<file path="config.mk">
export PLATFORM = sky130hd
export DESIGN_NAME = mmio_port_bank
export DESIGN_NICKNAME = d
export VERILOG_FILES = /design/src/rtl/mmio_port_bank.sv
export SDC_FILE = /design/constraint.sdc
export NUM_CORES = 1
export LEC_CHECK = 0
export ABC_AREA = 1
export BUFFER_PORTS_ARGS = -buffer_cell sky130_fd_sc_hd__buf_2
export CAP_MARGIN = 30
export CORE_ASPECT_RATIO = 1.5
export CORE_MARGIN = 8
export CORE_UTILIZATION = 40
export DETAILED_ROUTE_END_ITERATION = 7
export HOLD_SLACK_MARGIN = 0.1
export PLACE_DENSITY_LB_ADDON = 0.3
export SYNTH_ARGS = -nofsm -noshare
export SYNTH_HDL_FRONTEND = slang
export SYNTH_SLANG_ARGS = --single-unit
</file>
<file path="constraint.sdc">
create_clock -name clk -period 7.4 [get_ports clk]
set_input_delay 1.48 -clock clk [delete_from_list [all_inputs] [get_ports clk]]
set_output_delay 1.48 -clock clk [all_outputs]
set_load 0.1 [all_outputs]
</file>
<file path="src/rtl/mmio_port_bank.sv">
// mmio_port_bank: bank of NUM_PORTS memory-mapped I/O ports on the CPU bus.
// Each port has four byte registers at BASE_ADDR+4p: DATA, DIR, IEN and ISR.
// Pin inputs are synchronised. A rising edge on an input bit sets that bit's
// ISR flag, and irq is the OR of all enabled ISR flags.
module mmio_port_bank #(
    parameter int unsigned NUM_PORTS   = 2,
    parameter int unsigned PORT_W      = 8,
    parameter logic [15:0] BASE_ADDR   = 16'h8400,
    parameter int unsigned SYNC_STAGES = 2
) (
    input  logic                          clk,
    input  logic                          reset,
    input  logic                          bus_stb,
    input  logic [15:0]                   bus_addr,
    input  logic                          bus_we,
    input  logic [7:0]                    bus_wdata,
    output logic                          bus_hit,
    output logic [7:0]                    bus_rdata,
    input  logic [NUM_PORTS*PORT_W-1:0]   pins_in,
    output logic [NUM_PORTS*PORT_W-1:0]   pins_out,
    output logic [NUM_PORTS*PORT_W-1:0]   pins_oe,
    output logic                          irq
);

    localparam int unsigned TOT_W  = NUM_PORTS * PORT_W;
    localparam logic [16:0] WIN_LO = {1'b0, BASE_ADDR};
    localparam logic [16:0] WIN_HI = WIN_LO + 17'(4 * NUM_PORTS);

    logic [15:0]      offset;
    logic [13:0]      port_sel;
    logic [1:0]       reg_sel;
    logic             wr_hit;
    logic             rd_hit;

    logic [TOT_W-1:0] out_q, out_d;
    logic [TOT_W-1:0] dir_q, dir_d;
    logic [TOT_W-1:0] ien_q, ien_d;
    logic [TOT_W-1:0] isr_q, isr_d;
    logic [TOT_W-1:0] w1c_mask;
    logic [TOT_W-1:0] sync_q [SYNC_STAGES];
    logic [TOT_W-1:0] sync_d [SYNC_STAGES];
    logic [TOT_W-1:0] prev_q, prev_d;
    logic [TOT_W-1:0] pin_sync;
    logic [TOT_W-1:0] rise;
    logic [7:0]       rdata_q, rdata_d;
    logic             irq_q, irq_d;

    // The window bounds are compared in 17 bits, so a window that ends at 0xFFFF cannot wrap.
    assign bus_hit  = ({1'b0, bus_addr} >= WIN_LO) && ({1'b0, bus_addr} < WIN_HI);
    assign offset   = bus_addr - BASE_ADDR;
    assign port_sel = offset[15:2];
    assign reg_sel  = offset[1:0];
    assign wr_hit   = bus_stb & bus_we & bus_hit;
    assign rd_hit   = bus_stb & ~bus_we & bus_hit;

    // The edge detector always runs, whatever DIR is. Only setting ISR depends on DIR.
    assign pin_sync = sync_q[SYNC_STAGES-1];
    assign rise     = pin_sync & ~prev_q;

    assign pins_out  = out_q;
    assign pins_oe   = dir_q;
    assign bus_rdata = rdata_q;
    assign irq       = irq_q;

    // Synchroniser chain and the edge-detector history flop.
    always_comb begin
        sync_d[0] = pins_in;
        for (int i = 1; i < SYNC_STAGES; i++) begin
            sync_d[i] = sync_q[i-1];
        end
        prev_d = pin_sync;
    end

    // Register writes, read-data capture, ISR set and clear, and IRQ reduction.
    always_comb begin
        out_d    = out_q;
        dir_d    = dir_q;
        ien_d    = ien_q;
        w1c_mask = '0;
        rdata_d  = rdata_q;
        for (int p = 0; p < NUM_PORTS; p++) begin
            if (port_sel == 14'(p)) begin
                if (wr_hit) begin
                    case (reg_sel)
                        2'd0:    out_d[p*PORT_W +: PORT_W]    = bus_wdata[PORT_W-1:0];
                        2'd1:    dir_d[p*PORT_W +: PORT_W]    = bus_wdata[PORT_W-1:0];
                        2'd2:    ien_d[p*PORT_W +: PORT_W]    = bus_wdata[PORT_W-1:0];
                        default: w1c_mask[p*PORT_W +: PORT_W] = bus_wdata[PORT_W-1:0];
                    endcase
                end
                if (rd_hit) begin
                    case (reg_sel)
                        2'd0:    rdata_d = 8'((dir_q[p*PORT_W +: PORT_W] & out_q[p*PORT_W +: PORT_W]) |
                                              (~dir_q[p*PORT_W +: PORT_W] & pin_sync[p*PORT_W +: PORT_W]));
                        2'd1:    rdata_d = 8'(dir_q[p*PORT_W +: PORT_W]);
                        2'd2:    rdata_d = 8'(ien_q[p*PORT_W +: PORT_W]);
                        default: rdata_d = 8'(isr_q[p*PORT_W +: PORT_W]);
                    endcase
                end
            end
        end
        // If an edge and a write-1-to-clear hit the same bit in one cycle, the set wins.
        isr_d = (isr_q & ~w1c_mask) | (rise & ~dir_q);
        irq_d = |(isr_q & ien_q);
    end

    // Synchroniser and edge-detector state.
    always_ff @(posedge clk or posedge reset) begin
        if (reset) begin
            for (int i = 0; i < SYNC_STAGES; i++) begin
                sync_q[i] <= '0;
            end
            prev_q <= '0;
        end else begin
            for (int i = 0; i < SYNC_STAGES; i++) begin
                sync_q[i] <= sync_d[i];
            end
            prev_q <= prev_d;
        end
    end

    // Architectural registers, read-data holding register and the IRQ output.
    always_ff @(posedge clk or posedge reset) begin
        if (reset) begin
            out_q   <= '0;
            dir_q   <= '0;
            ien_q   <= '0;
            isr_q   <= '0;
            rdata_q <= '0;
            irq_q   <= 1'b0;
        end else begin
            out_q   <= out_d;
            dir_q   <= dir_d;
            ien_q   <= ien_d;
            isr_q   <= isr_d;
            rdata_q <= rdata_d;
            irq_q   <= irq_d;
        end
    end

endmodule

</file>
==> results of run 1 <==
-- final timing paths --
check	from	endpoint	slack [ns]	cells after the start
max in group asynchronous	reset	prev_q[10]	4.92	3
worst max-delay path	bus_addr[4]	bus_hit	3.27	7
min in group asynchronous	reset	prev_q[7]	1.16	2
worst min-delay path	sync_d[10]	pin_sync[10]	0.35	0
worst max register to register	isr_q[6]	irq	6.13	4
worst min register to register	sync_d[10]	pin_sync[10]	0.35	0
-- per-layer routing --
metal  wire length (um)  vias up  part of all wire (%)
li1                   -     2114                     -
met1               5460     2092                    39
met2               7270      150                    52
met3                940       24                   6.7
met4                396        0                   2.8
met5                  0        -                     0
-- flip-flops by register name, indices dropped and copies added, names as in the netlist --
register	cells
bus_rdata	8
ien_q	16
irq	1
isr_q	16
pin_sync	16
pins_oe	16
pins_out	16
prev_q	16
sync_d	16
-- synth_stat cells, drive strengths merged --
library cell  count
a21oi             8
a221oi            1
a22o              2
buf               7
clkbuf           10
dfrtp           121
inv              44
nand2           266
nand3            71
nand4             8
nor2             49
nor3              3
o2111ai           8
or2              16
-- final cells by class --
type | instances | area share, %
repair buffers | 88 | 7.35
inverters | 44 | 2.63
flip-flops and latches | 121 | 47.5
well taps | 156 | 3.06
clock buffers | 24 | 7.72
clock inverters | 8 | 2.20
multi-input cells | 432 | 29.5
-- cells by family after synthesis --
group | synth area share, %
and+or+nand+nor | 33.7
DFF | 59.0
AOI/OAI and AO/OA | 2.66
buffers and inverters | 4.63
-- per-stage QoR --
step | std cells | total power [mW] | util, %
CTS | 873 | 1.64 | 50.9
finish | 873 | 1.62 | 50.9
detailed placement | 841 | 0.764 | 45.9
global route | 873 | 1.68 | 50.9
global placement | 840 | 0.762 | 45.6
floorplan | 614 | 0.729 | -
-- power groups by stage --
stage	sequential (mW)	combinational, mW	clock, mW
6_report	0.681	0.0713	0.872
4_1_cts	0.680	0.0730	0.886
3_5_place_dp	0.692	0.0727	0
2_1_floorplan	0.691	0.0383	0
3_3_place_gp	0.691	0.0710	0
5_1_grt	0.681	0.0805	0.917
==> out/summary.md, run 1 <==
The flow ran to the end, and the final reports show no timing, DRC or antenna violations. The combinational group share of total power was 4.4%. The total power density per cell area came out at 255 mW/mm^2.

Buffers placed on the I/O ports in this run total 85. The max-capacitance violation count is 0. After synthesis the cells add up to 0.00513 sq mm. The netlist uses 16 different library cells.

The maximum number of pins on one net before global-route repair came out at 73. Number of buffers on the longest clock path: 2. The worst pin sits at a relative slew slack of 29.6%. For this run, the slowest stage of the critical path takes 0.43 ns. The number of nets handed over by synthesis was 658.

STA puts the critical path data required time at 5.92 ns. The run gives 0.0125 sq mm as the area of the core. The setup path with the least slack is of type in -> out. In this run the most used layer during global routing was met2. Registers are responsible for 41.9% of the overall power. The mean post-synth cell area is 8.36 sq um, and the synthesis-to-layout area growth is 24.0%. For this design the static power due to leakage is 3.44 nW. After floorplanning, the core was divided into 50 placement rows. The number of synthesized register bits was 121.

Setup slack on the critical path of the routed design comes to 3.27 ns. Most common library cell in the layout ignoring fill and taps: nand2_1. The chip height was 155 um.

The H-tree was split into 4 levels. The tools report the number of antenna violations at the first check in global routing as 0. Clock-pin slew was measured on the worst setup and hold paths at 0.05 ns. The post-place setup slack came out at 3.25 ns. Global routing used 5.16% of the available met3 tracks.

In the layout the commonest cells are nand2_1, dfrtp_1, buf_2, nand3_1, nor2_1. Setup violations remaining at the end of the flow were counted as 0. TritonCTS built the clock tree. The length of the first detailed-routing pass in iterations is 5. The critical path goes through buf_2 -> nor2_1 -> nand2_1 -> nor2_2 -> nand2_1 -> inv_1 -> buf_2. Summing all non-filler instances in the final layout gives an area of 0.00637 sq mm. For the final routed database, the setup TNS stands at 0 ns. After legalization and detailed placement, the total HPWL measured 9860 um. The placement-stage cell area came out at 0.00574 sq mm.

Net switching is 20.4% of the power. The number of clock buffers added by TritonCTS is 17. After detailed routing, the number of vias per cell comes to 5.02. Along the worst path, the maximum fanout reaches 6. Transition time at the pin with the least slew margin: 1.05 ns.

The peak supply drop is 153 uV, and the arrival time of the worst setup path is 2.65 ns. The worst setup path is launched from an input pin. The final worst hold slack was 0.346 ns; the count of vias placed by the detailed router was 4380. Share of layout cells above drive strength 1: 19.7%.

The worst min-delay path category is reg -> reg. For this run the aggregate overflow at the end of global routing stands at 0. The root buffer cell chosen for the clock tree is clkbuf_16. Number of hold violations in the final report: 0.

The fraction of the cycle the final worst path needs was 55.8%. At the end of the flow, the number of nets in the layout was 748. By area the synthesized netlist is led by dfrtp_1, nand2_1, nand3_1, nor2_1, inv_1. The repair_antennas step left the layout with diodes totalling 0. The run gives 0.331 mW as the net switching power. dfrtp_1 takes more of the synthesized area than any other cell. The number of placed I/O pins was 86.

The critical path contains buffers and inverters numbering 3 combined. The clock reaches the later pin of the worst-skew pair after 0.41 ns. Buffers inserted to repair hold after CTS numbered 0. The met2 layer usage reported by global route came out at 30.0%. The tools report the number of buffers added for setup after CTS as 0. Registers take 0.00303 sq mm. The tools report the clock group share of total power as 53.7%. Fill cells in the final layout number 1200. The global-route usage over all layers was 17.7%; the portion of synthesized cell area occupied by the leading cell type was 59.0%. For the met1 track demand over resource in global routing, the log shows 19.7%. STA classifies the critical path endpoint as an output pin. The number of gates given a new drive strength after cts was 0; the wire length per cell after detailed routing was 16.1 um. The routed design could run at a clock period as short as 4.13 ns.

Chip width: 109 um. Slowest stage cell on the critical path: buf_2. Violation count after the first detailed-route iteration: 290.

Derived from the worst setup path, the maximum achievable clock frequency is 242 MHz. The internal power component is 1.29 mW. Setup repair after global routing left no endpoint under its margin. The run gives 4459 as the number of global-route vias before repair. The first global-routing pass estimated 22800 um of wire. The logs give 0.0168 sq mm for the area enclosed by the die boundary and 0 for the final max-slew violation count.

Kind of cell with the highest combined delay on the critical path: buffers and inverters. The run gives 0.827 as the final estimated routing congestion in global placement. Once the floorplan was initialized, standard cells occupied 41.0% of the core. The cell count after synthesis was 614. The tree built by TritonCTS fans out to 121 sinks.

The detail route stage leaves a number of antenna-violating nets equal to 0. The total area of multi-input combinational cells was 0.00188 sq mm; the number of remaining DRC errors was 0. The clock arrives with 0.00670 ns of skew. During synthesis, Yosys emitted a total of 0 warnings. The sequential area share after synthesis was 59.0%. The routed design has 14100 um of wire.
(Power assumes the default switching activity.)
==> run 2, diff against run 1 <==
==> constraint.sdc (replaced) <==
create_clock -name clk -period 3.9 [get_ports clk]
set_input_delay 0.78 -clock clk [delete_from_list [all_inputs] [get_ports clk]]
set_output_delay 0.78 -clock clk [all_outputs]
set_load 0.1 [all_outputs]
==> run 2 against run 1 <==
Clock skew about the same. Utilization down 0.35 points. Via count up 1.7%. Count of clock-buffer cells in the layout down 2. Die area unchanged. Sequential share of layout area up 0.33 points. Non-clock buffer count up 6. Highest routed layer unchanged. Critical path depth unchanged. Critical path type unchanged. Global-route usage about the same. Critical endpoint unchanged. Combinational power up 98%.
==> out/summary.md, run 2 (synthesis results as in run 1) <==
The run finished with clean final reports. The logs give 5 for the length of the first detailed-routing pass in iterations and 3.42 nW for the leakage component of the power. From synthesis to final layout, the design area changed by 23.2%. For the upper clock frequency limit, the log shows 366 MHz. In this run the standard cell core region covers 0.0125 sq mm. The normalized max-slew margin is 39.9%, and the chip height is 155 um. Cells fill 50.6% of the core in the end. The tools report the net switching power as 0.637 mW. For the worst setup path, the data required time is 3.12 ns.

The effective utilization at floorplan is 41.0%, and the number of buffers created by CTS is 17. The congestion estimate from routability-driven global placement came to 0.866. In this run the core area contains 50 standard-cell rows. Global routing consumed, over all layers together, 17.6% of the routing resources. Wire length of the first global-routing pass: 22900 um. The cell family contributing the most delay on the critical path is buffers and inverters.

The tool flagged a number of max-cap violations equal to 0. The tools report the count of vias placed by the detailed router as 4453. Traced cell by cell, the critical path runs through buf_2 -> nor2_1 -> nand2_1 -> nor2_2 -> nand2_1 -> inv_1 -> buf_2.

Sequential group share of total power: 44.4%. The slowest stage cell on the critical path was buf_2. The logs give 4487 for the number of global-route vias before repair and 0 ns for the total negative slack. Final critical-path required period: 2.74 ns.

The number of hold violations in the final report was 0; the post-detailed-route via-to-cell ratio was 5.07. The wire length per cell after detailed routing works out to 15.9 um. Summed over all layers, the routed wires come to 14000 um. The tools report the clock group share of total power as 50.7%. TritonCTS built the clock tree.

The number of remaining DRC errors is 0, and the clock latency reported for the late side of the worst-skew pair is 0.41 ns. The H-tree generated during clock tree synthesis spans 4 levels. The critical path contains buffers and inverters numbering 3 combined.

The logs give 0 for the final max-slew violation count and 0.0168 sq mm for the area enclosed by the die boundary. STA puts the critical path data arrival time at 1.96 ns. The cell sitting at the root of the clock tree is a clkbuf_16. The endpoint kind of the worst setup timing path was an output pin. Setup repair after global routing left no endpoint under its margin. At the pin with the least slew margin, the transition time is 0.901 ns.

For this run the aggregate overflow at the end of global routing stands at 0. Across all register-to-register paths, the minimum setup slack is 2.64 ns. The library cell used most frequently in the layout, excluding fill and tap cells, is nand2_1. The worst setup skew after layout was 0.00719 ns; the largest stage delay on the critical path was 0.43 ns. Entering global routing, the biggest net connects 122 pins.

Once detail routing completed, the nets flagged for antenna violations numbered 0. The run gives 0 as the final number of setup-violating endpoints. The post-layout net count is 754. In this run, the number of DRC markers left after iteration 0 of detailed routing was 442. In this run the worst hold path is classified as reg -> reg. The combinational group share of total power is 4.8%, and the number of buffers added for setup after CTS is 0. The clock drives 121 sinks.

The design draws 2.91 mW. The internal power of the cells totals 2.27 mW. The half-perimeter wire length after placement is 10000 um, and the share of layout cells above drive strength 1 is 20.1%. In the layout the commonest cells are nand2_1, dfrtp_1, buf_2, nand3_1, nor2_1. Hold timing on the final database bottoms out at a slack of 0.345 ns. The total power density per cell area is 460 mW/mm^2. In this run switching power makes up 21.9% of total power. Along the worst path, the maximum fanout reaches 6.

The tools report the startpoint type of the worst setup path as an input pin. The fraction of the cycle the final worst path needs came out at 70.1%. Post-CTS repair changed the size of 0 cells. The tools report the number of antenna violations at the first check in global routing as 0. The critical path is of the in -> out type. The repair_antennas step left the layout with diodes totalling 0. Clock-pin slew was measured on the worst setup and hold paths at 0.05 ns. 86 I/O pins were placed. The clock passes through at most 2 buffers. The chip width was 109 um. The number of hold buffers added after CTS was 0. The number of port buffers was 85; the peak supply drop was 277 uV.
[run 2: through the flow]
stage,area [sq um],std cells,worst slack (ns)
finish,6330,878,1.16
global route,6330,878,0.994
CTS,6330,878,1.15
detailed placement,5770,847,1.15
global placement,5770,847,1.17
floorplan,5140,614,1.21
[run 2: power groups by stage]
stage          logic (mW)  clock network (mW)  registers, mW
6_report            0.141                1.48           1.29
5_1_grt             0.159                1.55           1.29
4_1_cts             0.142                1.49           1.29
3_5_place_dp        0.141                   0           1.31
3_3_place_gp        0.140                   0           1.31
2_1_floorplan      0.0729                   0           1.31
[run 2: final cells by class]
type | count | area [sq um]
Timing Repair Buffer | 94 | 505
Tap cell | 156 | 195
Clock inverter | 9 | 100
Clock buffer | 22 | 454
Multi-Input combinational cell | 432 | 1870
Fill cell | 1199 | 6190
Sequential cell | 121 | 3030
Inverter | 44 | 169
[run 2: worst reg2reg max path: cells and delay by family (launching register included)]
kind,cells,cell delay (ns)
AND/OR/NAND/NOR,8,0.67
flip-flops,1,0.41
buffers and inverters,1,0.06
[run 2: metal layers]
layer	GRT usage, %	vias up	wire length (um)
met2	28.8	183	7010
met5	0	-	0
met4	8.38	0	479
met3	4.83	38	932
li1	-	2130	-
met1	20.9	2102	5540
[run 2: worst paths after layout]
| check | depth (start not counted) | end | start |
|---|---|---|---|
| setup / recovery | 7 | bus_hit | bus_addr[12] |
| hold / removal | 0 | pin_sync[15] | sync_d[15] |
| setup reg to reg | 9 | bus_rdata[3] | pins_oe[3] |
| hold reg to reg | 0 | pin_sync[15] | sync_d[15] |
| max in group asynchronous | 3 | ien_q[1] | reset |
| min in group asynchronous | 3 | sync_d[7] | reset |
==> run 3, diff against run 2 <==
==> constraint.sdc (replaced) <==
create_clock -name clk -period 2.6 [get_ports clk]
set_input_delay 0.52 -clock clk [delete_from_list [all_inputs] [get_ports clk]]
set_output_delay 0.52 -clock clk [all_outputs]
set_load 0.1 [all_outputs]
==> run 3 against run 2 <==
Combinational power is 55% higher. Worst hold slack worse by 0.19 ns. Via count is 0.58% lower. Non-clock buffer count is 4 higher. Largest power group unchanged. Highest routed layer unchanged.
==> out/summary.md, run 3 (synthesis results as in run 1) <==
The run finished with clean final reports. Once detail routing completed, the nets flagged for antenna violations numbered 0. The wire length per cell after detailed routing was 15.7 um.

The final design area excluding fillers came out at 0.00650 sq mm. Fill cells in the final layout number 1192. The run gives 454 MHz as the upper clock frequency limit. Setup repair after global routing left no endpoint under its margin. The die is 155 um tall. After floorplanning, the core was sized to cover 0.0125 sq mm. Using the TritonRoute via totals, the vias-per-cell ratio works out to 5.01. The max-capacitance violation count was 0; the effective utilization at floorplan was 41.0%. The number of hold violations in the final report is 0.

For the worst setup path, the data required time is 2.08 ns. In the routed design, unresolved DRC markers number 0. From synthesis to final layout, the design area changed by 26.6%. Subtracting the final worst setup slack from the clock period gives 2.20 ns.

The critical path in this run is classified as in -> out. The worst setup path is launched from an input pin. The area of all sequential standard cells is 0.00303 sq mm.

The number of buffers on the longest clock path came out at 2. At the worst endpoint, the arrival time is 1.68 ns. The logs give 0 for the sum of overflow across all layers after global routing and 0 for the final number of setup-violating endpoints.

After clock tree synthesis, the repair step resized 0 gates. For the peak supply drop, the log shows 429 uV. Summing over every cut layer, the via total after detailed routing is 4427. After detailed placement, the design holds a cell count of 851.

The tools report the total area of multi-input combinational cells as 0.00187 sq mm. Endpoint kind of the worst setup timing path: an output pin. For the pin with the worst max-slew slack, the measured transition is 0.564 ns.

In the global route stage, overall resource usage came out at 17.6%. In this run the horizontal extent of the chip is 109 um. During I/O placement, the number of pins put on the boundary was 86. Number of buffers created by CTS: 17. The run gives 0 as the number of buffers added for setup after CTS. In the layout the commonest cells are nand2_1, dfrtp_1, buf_2, nand3_1, nor2_1. The run gives 0.41 ns as the clock latency reported for the late side of the worst-skew pair. After legalization and detailed placement, the total HPWL measured 10100 um. The repair_antennas step left the layout with diodes totalling 0. The first global-routing pass estimated 22900 um of wire. The number of antenna violations at the first check in global routing was 0.

The maximum number of pins on one net before global-route repair came out at 35. The worst min-delay path category is in -> async. The H-tree was split into 4 levels.

The final cell count without fillers is 883, and the clock slew at the register clock pins of the worst setup and hold paths is 0.05 ns. In this run the power density over the cells is 735 mW/mm^2. The placement-stage cell area was 0.00583 sq mm; the final estimated routing congestion in global placement was 0.842.

Row generation in the floorplan step produced 50 rows. For the final database, setup skew stands at 0.00509 ns. The root buffer cell chosen for the clock tree is clkbuf_16. Leaving out fill and tap cells, the most frequent cell in the layout is nand2_1. TritonCTS built the clock tree. The post-layout net count was 758. The number of global-route vias before repair is 4468.

The area enclosed by the die boundary is 0.0168 sq mm, and the number of hold-repair buffers added at the cts stage is 0. The first TritonRoute pass finished after 5 iterations. The final max-slew violation count was 0; the final wirelength was 13900 um. For this block, the initial DRC count from the detailed router was 261.

The total negative slack came out at 0 ns. The share of layout cells above drive strength 1 came out at 21.2%. The number of clock sinks came out at 121.

The number of port buffers was 85; the fraction of the cycle the final worst path needs was 84.7%. The top fanout value on the critical path was 6. The leakage component of the power was 3.50 nW; the normalized max-slew margin was 62.4%.
## run 3: cell types whose count changed in the layout (fill, tap and decap cells not counted), sizes merged
cell / delta
buf: +4
clkinv: -2
clkbuf: -1
bufinv: +3
clkinvlp: +1
## run 3: metal layers
| metal | vias up | global-route usage [%] | part of all wire (%) |
|---|---|---|---|
| met2 | 147 | 30.0 | 52 |
| met4 | 0 | 7.66 | 2.7 |
| li1 | 2140 | - | - |
| met5 | - | 0 | 0 |
| met3 | 34 | 5.49 | 6.0 |
| met1 | 2106 | 19.5 | 39 |
## run 3: path summary, 6_finish.rpt
check | start | to | slack (ns) | depth (start not counted)
hold reg to reg | sync_d[11] | pin_sync[11] | 0.35 | 0
setup / recovery | bus_addr[4] | bus_hit | 0.40 | 7
setup reg to reg | pins_oe[3] | bus_rdata[3] | 1.31 | 9
hold / removal | reset | sync_d[0] | 0.15 | 2
min in group clk | pins_in[9] | sync_d[9] | 0.21 | 1
max in group asynchronous | reset | pins_out[0] | 1.86 | 3
## run 3: layout make-up
| type | count | share of cell area (%) |
|---|---|---|
| Sequential cell | 121 | 46.6 |
| Multi-Input combinational cell | 432 | 28.8 |
| Timing Repair Buffer | 98 | 8.63 |
| Clock buffer | 21 | 7.39 |
| Tap cell | 156 | 3.00 |
| Clock inverter | 11 | 2.95 |
| Inverter | 44 | 2.60 |
## run 3: worst max-delay path, cell delays in order
cell     delay (ns)
buf_2          0.09
nor2_1         0.09
nand2_1        0.06
nor2_2         0.16
nand2_1        0.22
inv_1          0.10
buf_2          0.43
## run 3: per-stage QoR
step	util, %	setup WS, ns	power (mW)	hold WS, ns
6_report	51.9	0.397	4.78	0.151
5_1_grt	51.9	0.250	4.93	0.171
4_1_cts	51.9	0.382	4.82	0.145
3_5_place_dp	46.6	0.384	2.19	0.336
3_3_place_gp	46.6	0.427	2.18	0.331
2_1_floorplan	-	0.432	2.08	0.331
## run 3: power by group
part | leakage (nW) | internal [mW] | switching, mW | total (mW)
Combinational | 1.70 | 0.0699 | 0.149 | 0.219
Clock | 0.321 | 1.80 | 0.823 | 2.62
Sequential | 1.48 | 1.92 | 0.0127 | 1.94
